--- src/rtl/rr_arbiter8.sv ---
// Round-robin arbiter for 8 requesters sharing one resource.
// The owner is tracked as a binary index; the one-hot grant is its decode.
// A tenure ends when the owner drops its request or, if enabled, when it hits the hold limit.
// After every release the search pointer moves past the old owner and one idle bubble follows.
module rr_arbiter8 #(
    parameter int unsigned NREQ     = 8,
    parameter int unsigned IDXW     = 3,
    parameter int unsigned MAX_HOLD = 15,
    parameter int unsigned CNTW     = 4
) (
    input  logic            clk_i,
    input  logic            rst_i,
    input  logic [NREQ-1:0] req_i,
    output logic [NREQ-1:0] grant_o,
    output logic [IDXW-1:0] grant_idx_o,
    output logic            grant_valid_o,
    output logic            timeout_o
);

    typedef enum logic {StIdle, StGrant} state_e;

    // Last hold count value before a forced release; unused when MAX_HOLD is 0.
    localparam int unsigned     HoldLastInt = (MAX_HOLD == 0) ? 0 : MAX_HOLD - 1;
    localparam logic [CNTW-1:0] HoldLast    = CNTW'(HoldLastInt);
    localparam bit              HoldEn      = (MAX_HOLD != 0);

    state_e            state_q, state_d;
    logic [IDXW-1:0]   owner_q, owner_d;
    logic [IDXW-1:0]   ptr_q, ptr_d;
    logic [CNTW-1:0]   hold_cnt_q, hold_cnt_d;

    logic [NREQ-1:0]   grant_q, grant_d;
    logic [IDXW-1:0]   grant_idx_q, grant_idx_d;
    logic              grant_valid_q, grant_valid_d;
    logic              timeout_q, timeout_d;

    logic [IDXW-1:0]   winner;
    logic [IDXW-1:0]   cand;
    logic              found;
    logic              owner_req;
    logic              limit_hit;

    // Rotating priority search starting at ptr_q; the first set request wins.
    always_comb begin
        winner = ptr_q;
        cand   = '0;
        found  = 1'b0;
        for (int i = 0; i < NREQ; i++) begin
            cand = ptr_q + IDXW'(i);
            if (!found && req_i[cand]) begin
                winner = cand;
                found  = 1'b1;
            end
        end
    end

    assign owner_req = req_i[owner_q];
    assign limit_hit = HoldEn && (hold_cnt_q == HoldLast);

    // Next-state logic: arbitration in idle, tenure tracking and release while granted.
    always_comb begin
        state_d    = state_q;
        owner_d    = owner_q;
        ptr_d      = ptr_q;
        hold_cnt_d = hold_cnt_q;
        timeout_d  = 1'b0;
        unique case (state_q)
            StIdle: begin
                if (found) begin
                    state_d    = StGrant;
                    owner_d    = winner;
                    hold_cnt_d = '0;
                end
            end
            StGrant: begin
                if (hold_cnt_q != '1) begin
                    hold_cnt_d = hold_cnt_q + CNTW'(1);
                end
                // A dropped request takes precedence, so a drop on the limit edge is not a timeout.
                if (!owner_req || limit_hit) begin
                    state_d    = StIdle;
                    ptr_d      = owner_q + IDXW'(1);
                    hold_cnt_d = '0;
                    timeout_d  = owner_req;
                end
            end
            default: state_d = StIdle;
        endcase
    end

    // Outputs are decoded from the next state so they are registered yet track the state edge.
    always_comb begin
        grant_d       = '0;
        grant_idx_d   = '0;
        grant_valid_d = 1'b0;
        if (state_d == StGrant) begin
            grant_d[owner_d] = 1'b1;
            grant_idx_d      = owner_d;
            grant_valid_d    = 1'b1;
        end
    end

    // State and output registers with asynchronous active-high reset.
    always_ff @(posedge clk_i or posedge rst_i) begin
        if (rst_i) begin
            state_q       <= StIdle;
            owner_q       <= '0;
            ptr_q         <= '0;
            hold_cnt_q    <= '0;
            grant_q       <= '0;
            grant_idx_q   <= '0;
            grant_valid_q <= 1'b0;
            timeout_q     <= 1'b0;
        end else begin
            state_q       <= state_d;
            owner_q       <= owner_d;
            ptr_q         <= ptr_d;
            hold_cnt_q    <= hold_cnt_d;
            grant_q       <= grant_d;
            grant_idx_q   <= grant_idx_d;
            grant_valid_q <= grant_valid_d;
            timeout_q     <= timeout_d;
        end
    end

    assign grant_o       = grant_q;
    assign grant_idx_o   = grant_idx_q;
    assign grant_valid_o = grant_valid_q;
    assign timeout_o     = timeout_q;

endmodule

--- config.mk ---
export PLATFORM = sky130hd
export DESIGN_NAME = rr_arbiter8
export DESIGN_NICKNAME = d
export VERILOG_FILES = /design/src/rtl/rr_arbiter8.sv
export SDC_FILE = /design/constraint.sdc
export NUM_CORES = 1
export LEC_CHECK = 0
export CAP_MARGIN = 20
export CORE_AREA = 5 5 66 62
export DETAILED_ROUTE_END_ITERATION = 16
export DIE_AREA = 0 0 71 67
export GPL_TIMING_DRIVEN = 0
export PLACE_DENSITY = 0.89
export SETUP_SLACK_MARGIN = 0.15
export SYNTH_ARGS = -nofsm -noshare
export SYNTH_HDL_FRONTEND = slang
export SYNTH_SLANG_ARGS = --single-unit
--- constraint.sdc ---
create_clock -name clk_i -period 6.2 [get_ports clk_i]
set_clock_uncertainty 0.05 [all_clocks]
set_input_delay 1.86 -clock clk_i [delete_from_list [all_inputs] [get_ports clk_i]]
set_output_delay 1.86 -clock clk_i [all_outputs]
set_load 0.01 [all_outputs]
Word level (Yosys, flattened, before mapping)
Index checks and enable logic that the tools add are counted.

cells by class
  add/sub/neg operators = 9
  order comparisons = 11
  eq/ne operators = 4
  mux-type cells = 49
  bitwise operators = 1
  reduce and logical (&&, ||, !) cells = 19

operators with widths
  operator                                              number
  < comparator 3 x 4 -> 1 bit (second input constant)   10
  2-to-1 mux 3 bit                                      10
  binary-select mux 1 bit (select 3 bit)                9
  2-to-1 mux 1 bit                                      23
  adder 3 bit (second input constant)                   4
  2-to-1 mux 4 bit                                      3
  logical AND 1 bit                                     8
  logical NOT 1 bit                                     8
  2-to-1 mux 8 bit                                      1
  case mux 4 bit (2 select lines)                       1
  adder 3 x 1 -> 3 bit (second input constant)          2
  adder 3 x 2 -> 3 bit (second input constant)          2
  adder 4 x 1 -> 4 bit (second input constant)          1
  equality test 4 bit (second input constant)           1
  != test 4 bit (second input constant)                 1
  AND reduction 2 bit                                   2
  demux 1 bit (select 3 bit)                            1
  >= comparator 3 x 1 -> 1 bit (second input constant)  1
  != test 3 x 1 -> 1 bit (second input constant)        1
  != test 2 bit (second input constant)                 1
  case mux 1 bit (2 select lines)                       1
  logical OR 1 bit                                      1
  inverter 1 bit                                        1

word-level totals
  register bits after elaboration = 24
  input bits = 10

Depth between registers and ports, before layout
Gate-level depths: netlist of the first run.

  depth after elaboration = 31
  depth in mapped cells = 13
  gate-level depth less buffers = 10

Least setup slack after synthesis of the first run
No wires, ideal clock.

  kind = input port to flip-flop
  from = input port req_i[2]
  to = register grant_q[0], in the netlist grant_o[0]
  data arrival time = 3,867 ps
  data required time = 6,064 ps
  path slack = 2,197 ps
  stages on the path = 8
  cells stage by stage = mux4_2 -> mux2_4 -> mux2_4 -> a2111oi_4 -> a2111o_2 -> o211a_4 -> inv_4 -> nor3_1

between the ends
  word-level cells in the longest chain between the ends = 31
  elaborated cells between the ends (all ways) = 60

ends and longest elaborated chain
  element                                                                                            line  source
  start: declaration                                                                                 13    input logic [NREQ-1:0] req_i,
  binary-select mux 1 bit (select 3 bit)                                                             50    if (!found && req_i[cand]) begin
  2-to-1 mux 1 bit (implied by the code)                                                             50
  2-to-1 mux 1 bit                                                                                   50
  logical NOT 1 bit                                                                                  50
  logical AND 1 bit                                                                                  50
  2-to-1 mux 1 bit                                                                                   50
  logical NOT 1 bit                                                                                  50
  logical AND 1 bit                                                                                  50
  [17 not listed]                                                                                    n/a
  2-to-1 mux 3 bit (*)                                                                               67    unique case (state_q)
  net owner_d[1]                                                                                     28    logic [IDXW-1:0] owner_q, owner_d;
  < comparator 3 x 4 -> 1 bit (implied by the code) or >= comparator 3 x 1 -> 1 bit (tied branches)  97    grant_d[owner_d] = 1'b1;
  logical AND 1 bit (implied by the code)                                                            97
  2-to-1 mux 1 bit (implied by the code)                                                             97
  demux 1 bit (select 3 bit) (*)                                                                     97
  2-to-1 mux 8 bit (*)                                                                               96    if (state_d == StGrant) begin
  net grant_d[0]                                                                                     32    logic [NREQ-1:0] grant_q, grant_d;
  end signal: assignment                                                                             119   grant_q <= grant_d;
  end: declaration                                                                                   32

The timed path passes the listed nets; every way through them passes the cells marked *. The select of a mux whose other input is x is not followed.
A chain may end at the register's enable or synchronous reset.

Worst setup path in the final report of the first run
  from = input port req_i[1]
  to = register grant_q[4], in the netlist grant_o[4]

between the ends
  word-level cells in the longest chain between the ends = 31
  elaborated cells between the ends (all ways) = 60

ends and longest elaborated chain
  element                                                                                            line  source
  binary-select mux 1 bit (select 3 bit)                                                             50
  2-to-1 mux 1 bit (implied by the code)                                                             50
  2-to-1 mux 1 bit                                                                                   50
  logical NOT 1 bit                                                                                  50
  logical AND 1 bit                                                                                  50
  2-to-1 mux 1 bit                                                                                   50
  logical NOT 1 bit                                                                                  50
  logical AND 1 bit                                                                                  50
  [16 not listed]                                                                                    n/a
  2-to-1 mux 3 bit                                                                                   69    if (found) begin
  2-to-1 mux 3 bit                                                                                   67
  < comparator 3 x 4 -> 1 bit (implied by the code) or >= comparator 3 x 1 -> 1 bit (tied branches)  97
  logical AND 1 bit (implied by the code)                                                            97
  2-to-1 mux 1 bit (implied by the code)                                                             97
  demux 1 bit (select 3 bit)                                                                         97
  2-to-1 mux 8 bit (*)                                                                               96
  net grant_d[4]                                                                                     32

Marked as above.

==> flow_summary.yaml, run 1 <==
status:
  outcome: "complete, no violations"
grt:
  first_global_vias: 1459
  grt_use_total_pct: 18.6
  antenna_found_initial: 0
  grt_start_max_net_pins: 24
  grt-ovfl-total: 0
  grt_pass1_wl_mm: 6.97
drt:
  dr.pass1.iters: 4
  drt_first_iter_violations: 113
  post_drt_wl_per_cell_um: 15.8
  drc_errors: 0
  via_per_inst: 6.14
  vias: 1596
  drt-total-wl_mm: 4.10
  drtAntennaViolNets: 0
logic_synthesis:
  synth_fp_nets: 205
  synth_area_mm2: 0.00194
  yosysWarnings: 0
  synth_ff_type: "dfrtp_1"
  synth_cells: 190
  ys_types: 52
  synth_edf_count: 0
  yosysSeqAreaShare_pct: 29.7
  syn_avg_cell_area_um2: 10.2
  synth-seq-cells: 23
  synthArstFlopShare_pct: 100
clock_network:
  tritoncts: "yes"
  clk_pin_slew_worst_paths_ns: 0.08
  numClockSinks: 23
  clockBufferDepth: 2
  cts_resized: 0
  numCtsBuffers: 3
  cts.htree.levels: 1
  clk_root_buffer_cell: "clkbuf_8"
  clock_latency_ns: 0.26
  hold_buffers: 0
  postCtsSetupRepairBufs: 0
power_and_ir_drop:
  power_per_cell_area_mw_per_mm2: 652
  power.total_mw: 1.47
  swShare_pct: 48.1
  peakVddDrop_uv: 315
  p_int_mw: 0.764
  power_frac_seq_pct: 16.9
  p_sw_mw: 0.707
  pwr-share-comb_pct: 77.1
  p_leak_nw: 0.922
  pwr-share-clk_pct: 6.0
setup_path:
  crit_fanout: 8
  worstPathArrival_ns: 4.63
  r2r-end: "grant_o[4]"
  crit_type: "in2reg"
  startpoint_type: "input pin"
  crit_path_top_delay_cell: "mux4_2"
  slowest_delay_ns: 0.56
  cpLargestDelayFamily: "multiplexers"
  reg2reg_from: "ptr_q[1]"
  crit_chain: "clkdlybuf4s50_1, mux4_2, mux2i_1, nand3b_1, o31ai_1, a211o_1, nand3_1, nor3_1"
  required_ns: 6.32
  crit_buf_inv: 1
  reg2reg_depth: 13
  reg2reg_slack_ns: 2.24
  end_kind: "flop"
sta:
  finalSetupViolCount: 0
  finalCriticalPeriod_ns: 4.51
  finalSetupTns_ns: 0
  worst_pin_slew_ns: 0.824
  slew_viol_final: 0
  hold_viol: 0
  rsz0062_at_grt: "no"
  period_share_pct: 72.8
  worst_slew_margin_rel_pct: 45.0
  fmax_mhz: 222
final_layout:
  fin_area_mm2: 0.00226
  num_antenna_cells: 0
  area_growth_syn_to_layout_pct: 16.6
  fin_nets: 232
  drive_gt1_share_pct: 19.9
floorplanning:
  fp.dieH_um: 67
  die_w_um: 71
  core_area_mm2: 0.00330
  rows: 20
  ioPinCount: 23
  dieArea_mm2: 0.00476
  initial_core_util_pct: 58.6
min_path:
  hp-start: "hold_cnt_q[3]"
  holdPathEnd: "hold_cnt_q[3]"
  hold_path_class: "reg2reg"
  min_path_cells: 1
place:
  place_hpwl_mm: 3.20
  io_buffers: 22
  place_congestion: 0.864
  placed_area_mm2: 0.00221
run:
  maxCapViolCount: 0
[stage by stage]
step	instances	hold WS [ns]	worst slack [ns]	util [%]
after CTS	260	0.459	1.69	68.4
after global routing	260	0.487	1.45	68.4
final	260	0.461	1.69	68.4
after floorplan	190	0.416	2.20	-
after detailed placement	256	0.443	1.44	67.0
after global placement	256	0.444	1.50	67.0
[layer usage]
metal	global-route usage, %	up-vias	share of wire [%]
met4	6.57	0	1.6
met1	25.2	737	42
met2	29.3	77	48
li1	-	774	-
met3	4.07	8	8.1
met5	0	-	0
[worst register-to-register path: stages, from the launching register on]
cell and delay [ns]:
dfrtp_1 0.44, buf_1 0.44, inv_1 0.25, ha_1 0.37
buf_6 0.15, buf_4 0.18, mux2i_1 0.15, mux4_2 0.52
a32oi_4 0.36, nor3_1 0.12, a211oi_1 0.33, o211a_4 0.26
inv_4 0.05, nor3_1 0.20
[sequential cells by signal (all words and copies together), names as in the netlist]
signal,flops
grant_o,8
hold_cnt_q,4
grant_idx_o,3
owner_q,3
ptr_q,3
grant_valid_o,1
timeout_o,1
[cells in the final DEF, fill, tap and decap left out, types with 2 or more instances in the layout]
master / Yosys / routed
a211oi_1: 3 / 3
a21o_1: 4 / 4
a21oi_1: 5 / 5
buf_6: 3 / 3
clkbuf_1: 2 / 2
clkbuf_8: 0 / 3
clkdlybuf4s50_1: 0 / 22
dfrtp_1: 23 / 23
ha_1: 5 / 5
inv_1: 10 / 10
mux2_2: 6 / 6
mux2_4: 2 / 2
mux2i_1: 11 / 11
mux4_2: 12 / 12
nand2_1: 24 / 24
nand2b_1: 2 / 2
nand3_1: 6 / 6
nand3b_1: 2 / 2
nor2_1: 10 / 10
nor3_1: 13 / 13
o21ai_0: 9 / 9
o311ai_0: 2 / 2
o31ai_1: 3 / 3
or3_1: 2 / 2
xnor2_1: 2 / 2
[how the worst max path moves through the flow]
stage,start,cells after the start,slack (ns),end
after floorplan,req_i[2],8,2.20,grant_o[0]
after global placement,req_i[1],8,1.50,grant_o[0]
final,req_i[1],8,1.69,grant_o[4]
after CTS,req_i[1],8,1.69,grant_o[4]
after global routing,req_i[0],9,1.45,grant_o[3]
after detailed placement,req_i[1],8,1.44,grant_o[0]
[power by group through the flow]
stage	clock network, mW	registers (mW)	logic, mW
finish	0.0889	0.249	1.13
floorplan	0	0.252	0.890
global route	0.0988	0.257	1.24
CTS	0.0917	0.249	1.13
detailed placement	0	0.251	1.12
global placement	0	0.248	1.09
[synthesized netlist by cell type, types with 2 or more instances]
cell      count  area [um2]
ha_1          5        62.6
a21o_1        4        30.0
inv_1        10        37.5
nor3_1       13        65.1
mux2_4        2        30.0
o31ai_1       3        22.5
clkbuf_1      2        7.51
a211oi_1      3        22.5
nand3_1       6        30.0
xnor2_1       2        17.5
a21oi_1       5        25.0
nand2b_1      2        12.5
o21ai_0       9        45.0
or3_1         2        12.5
nand3b_1      2        15.0
o311ai_0      2        17.5
dfrtp_1      23         576
mux2_2        6        67.6
mux2i_1      11         110
nor2_1       10        37.5
mux4_2       12         270
buf_6         3        33.8
nand2_1      24        90.1
[area by class of cell]
cell class | instances | area (um2)
plain buffers | 7 | 52.6
inverters | 13 | 51.3
clock inverters | 1 | 5.00
clock buffers | 3 | 41.3
well taps | 44 | 55.1
repair buffers | 22 | 220
multi-input cells | 147 | 1260
flip-flops and latches | 23 | 576
fillers | 259 | 1040
[cell families (layout without fill, tap and decap cells)]
kind of cell / Yosys count / after routing / share of synthesized area (%)
and+or+nand+nor: 67 / 67 / 16.5
AOI/OAI and AO/OA: 39 / 39 / 17.3
muxes: 33 / 33 / 26.6
DFF: 23 / 23 / 29.7
buffers and inverters: 20 / 46 / 5.36
adders and majority gates: 5 / 5 / 3.23
xor gates and xnor gates: 3 / 3 / 1.36
No activity file was read; power rests on OpenSTA's default activity.
==> run 2, diff against run 1 <==
--- a/config.mk
+++ b/config.mk
@@ -6,11 +6,11 @@
 export NUM_CORES = 1
 export LEC_CHECK = 0
 export CAP_MARGIN = 20
-export CORE_AREA = 5 5 66 62
+export CORE_AREA = 5 5 71 67
 export DETAILED_ROUTE_END_ITERATION = 16
-export DIE_AREA = 0 0 71 67
+export DIE_AREA = 0 0 76 72
 export GPL_TIMING_DRIVEN = 0
-export PLACE_DENSITY = 0.89
+export PLACE_DENSITY = 0.81
 export SETUP_SLACK_MARGIN = 0.15
 export SYNTH_ARGS = -nofsm -noshare
 export SYNTH_HDL_FRONTEND = slang
==> constraint.sdc (replaced) <==
create_clock -name clk_i -period 3.91 [get_ports clk_i]
set_clock_uncertainty 0.05 [all_clocks]
set_input_delay 1.173 -clock clk_i [delete_from_list [all_inputs] [get_ports clk_i]]
set_output_delay 1.173 -clock clk_i [all_outputs]
set_load 0.01 [all_outputs]
==> run 2 against run 1 <==
  * Cell count grew 2.7%
  * Utilization down 8.7 points
  * Sequential share of layout area down 0.99 points
  * Global-route usage is 2.0 points lower
  * Critical endpoint is now grant_o[7]
  * Largest cell class unchanged
  * Highest routed layer unchanged
==> flow_summary.yaml, run 2 (synthesis gave the netlist of run 1 again) <==
min_path:
  hold_path_class: "reg2reg"
  min_path_cells: 1
  holdPathEnd: "hold_cnt_q[3]"
  hp-start: "hold_cnt_q[3]"
drt:
  drt-total-wl_mm: 4.43
  dr.pass1.iters: 4
  post_drt_wl_per_cell_um: 16.6
  drtAntennaViolNets: 0
  via_per_inst: 6.18
  drc_errors: 0
  drt_first_iter_violations: 109
  vias: 1651
setup_path:
  crit_fanout: 10
  path_common_cell: "buf_4"
  crit_type: "reg2reg"
  r2r-end: "grant_o[7]"
  reg2reg_depth: 12
  cpLargestDelayFamily: "compound AO/OA/AOI/OAI gates"
  reg2reg_from: "ptr_q[1]"
  crit_chain: "buf_4, inv_1, ha_1, buf_6, buf_4, mux2i_1, mux4_2, a32oi_4, a2111oi_4, a2111o_2, o211a_4, nor3_1"
  reg2reg_slack_ns: 0.34
  slowest_delay_ns: 0.56
  crit_buf_inv: 4
  required_ns: 4.04
  end_kind: "flop"
  startpoint_type: "flop"
  worstPathArrival_ns: 3.70
  crit_path_top_delay_cell: "mux4_2"
final_layout:
  fill_cells: 326
  ff_latch_area_um2: 576
  num_antenna_cells: 0
  fin_nets: 235
  multi_input_area_mm2: 0.00131
  layout_common_cells: "nand2_1, dfrtp_1, clkdlybuf4s50_1"
  drive_gt1_share_pct: 24.2
  area_growth_syn_to_layout_pct: 21.3
  largest_register_ffs: 8
  mostFrequentLayoutCell: "nand2_1"
grt:
  grt_start_max_net_pins: 24
  first_global_vias: 1556
  grt_use_total_pct: 16.6
  grt-ovfl-total: 0
  antenna_found_initial: 0
  grt_pass1_wl_mm: 7.57
floorplanning:
  dieArea_mm2: 0.00547
  ioPinCount: 23
  initial_core_util_pct: 49.2
  die_w_um: 76
  core_area_mm2: 0.00394
  rows: 22
  fp.dieH_um: 72
sta:
  slew_viol_final: 0
  worst_slew_margin_rel_pct: 44.3
  finalSetupTns_ns: 0
  rsz0062_at_grt: "no"
  hold_viol: 0
  finalCriticalPeriod_ns: 3.57
  fmax_mhz: 280
  period_share_pct: 91.4
  worst_pin_slew_ns: 0.834
  whs_ns: 0.461
  finalSetupViolCount: 0
clock_network:
  clk_pin_slew_worst_paths_ns: 0.08
  numClockSinks: 23
  tritoncts: "yes"
  cts.htree.levels: 1
  clockBufferDepth: 2
  clock_latency_ns: 0.27
  numCtsBuffers: 3
  hold_buffers: 0
  clk_root_buffer_cell: "clkbuf_8"
place:
  place_congestion: 0.877
  io_buffers: 22
  place_hpwl_mm: 3.27
run:
  maxCapViolCount: 0
status:
  outcome: "complete, no violations"
run 2: cell count changes in the layout (fill, tap and decap cells not counted), moves of 2 or more:
cell	before	now
mux2i_1	11	9
buf_4	1	4
dlymetal6s2s_1	0	6
clkdlybuf4s50_1	22	14
dlygate4sd2_1	0	2
run 2: repair_timing:
item | 4_1_cts | 5_1_grt
gates cloned | 0 | 1
setup endpoints to repair | 12 | 11
buffers inserted | 0 | 2
hold endpoints to repair | 0 | 0
pin swaps | 0 | 2
gates resized for setup | 8 | 11
run 2: metal layers:
| layer | vias to the layer above | GRT usage (%) | share of wire, % |
|---|---|---|---|
| li1 | 784 | - | - |
| met1 | 802 | 23.5 | 46 |
| met2 | 59 | 26.8 | 47 |
| met3 | 6 | 2.73 | 5.8 |
| met4 | 0 | 3.56 | 0.99 |
| met5 | - | 0 | 0 |
run 2: layout make-up:
cell class | instances | area share, %
clock inverter | 1 | 0.213
buffer | 7 | 2.40
timing repair buffer | 24 | 10.5
sequential | 23 | 24.5
tap | 48 | 2.56
clock buffer | 3 | 1.76
multi-input combinational | 148 | 55.9
inverter | 13 | 2.18
run 2: worst reg2reg max path, delay by kind of cell, from the launching register on:
kind                     cells  cell delay, ns
AO/OA/AOI/OAI                4            1.08
flip-flops                   1            0.43
buffers and inverters        4            0.71
AND/OR/NAND/NOR              1            0.23
multiplexers                 2            0.71
adder cells (fa/ha/maj)      1            0.28
run 2: stage by stage:
step / instance area [um2] / util, % / cells / worst slack [ns]
final: 2350 / 59.7 / 267 / 0.337
after global routing: 2350 / 59.7 / 267 / 0.165
after CTS: 2290 / 58.1 / 264 / 0.152
after detailed placement: 2220 / 56.3 / 260 / -0.207
after global placement: 2220 / 56.3 / 260 / -0.137
after floorplan: 1940 / - / 190 / 0.504
run 2: worst max path at each step:
| stage | cells after the start | slack (ns) | startpoint | to |
|---|---|---|---|---|
| 5_1_grt | 12 | 0.17 | ptr_q[1] | grant_o[4] |
| 4_1_cts | 9 | 0.15 | req_i[2] | grant_o[4] |
| 2_1_floorplan | 12 | 0.50 | ptr_q[1] | grant_o[0] |
| 3_3_place_gp | 8 | -0.14 | req_i[0] | grant_o[0] |
| 3_5_place_dp | 8 | -0.21 | req_i[0] | grant_o[7] |
| 6_report | 12 | 0.34 | ptr_q[1] | grant_o[7] |
Power of run 2 is left out: the tool's default activity adds up to more than one toggle a clock period on the data nets, which glitch-free logic cannot reach.
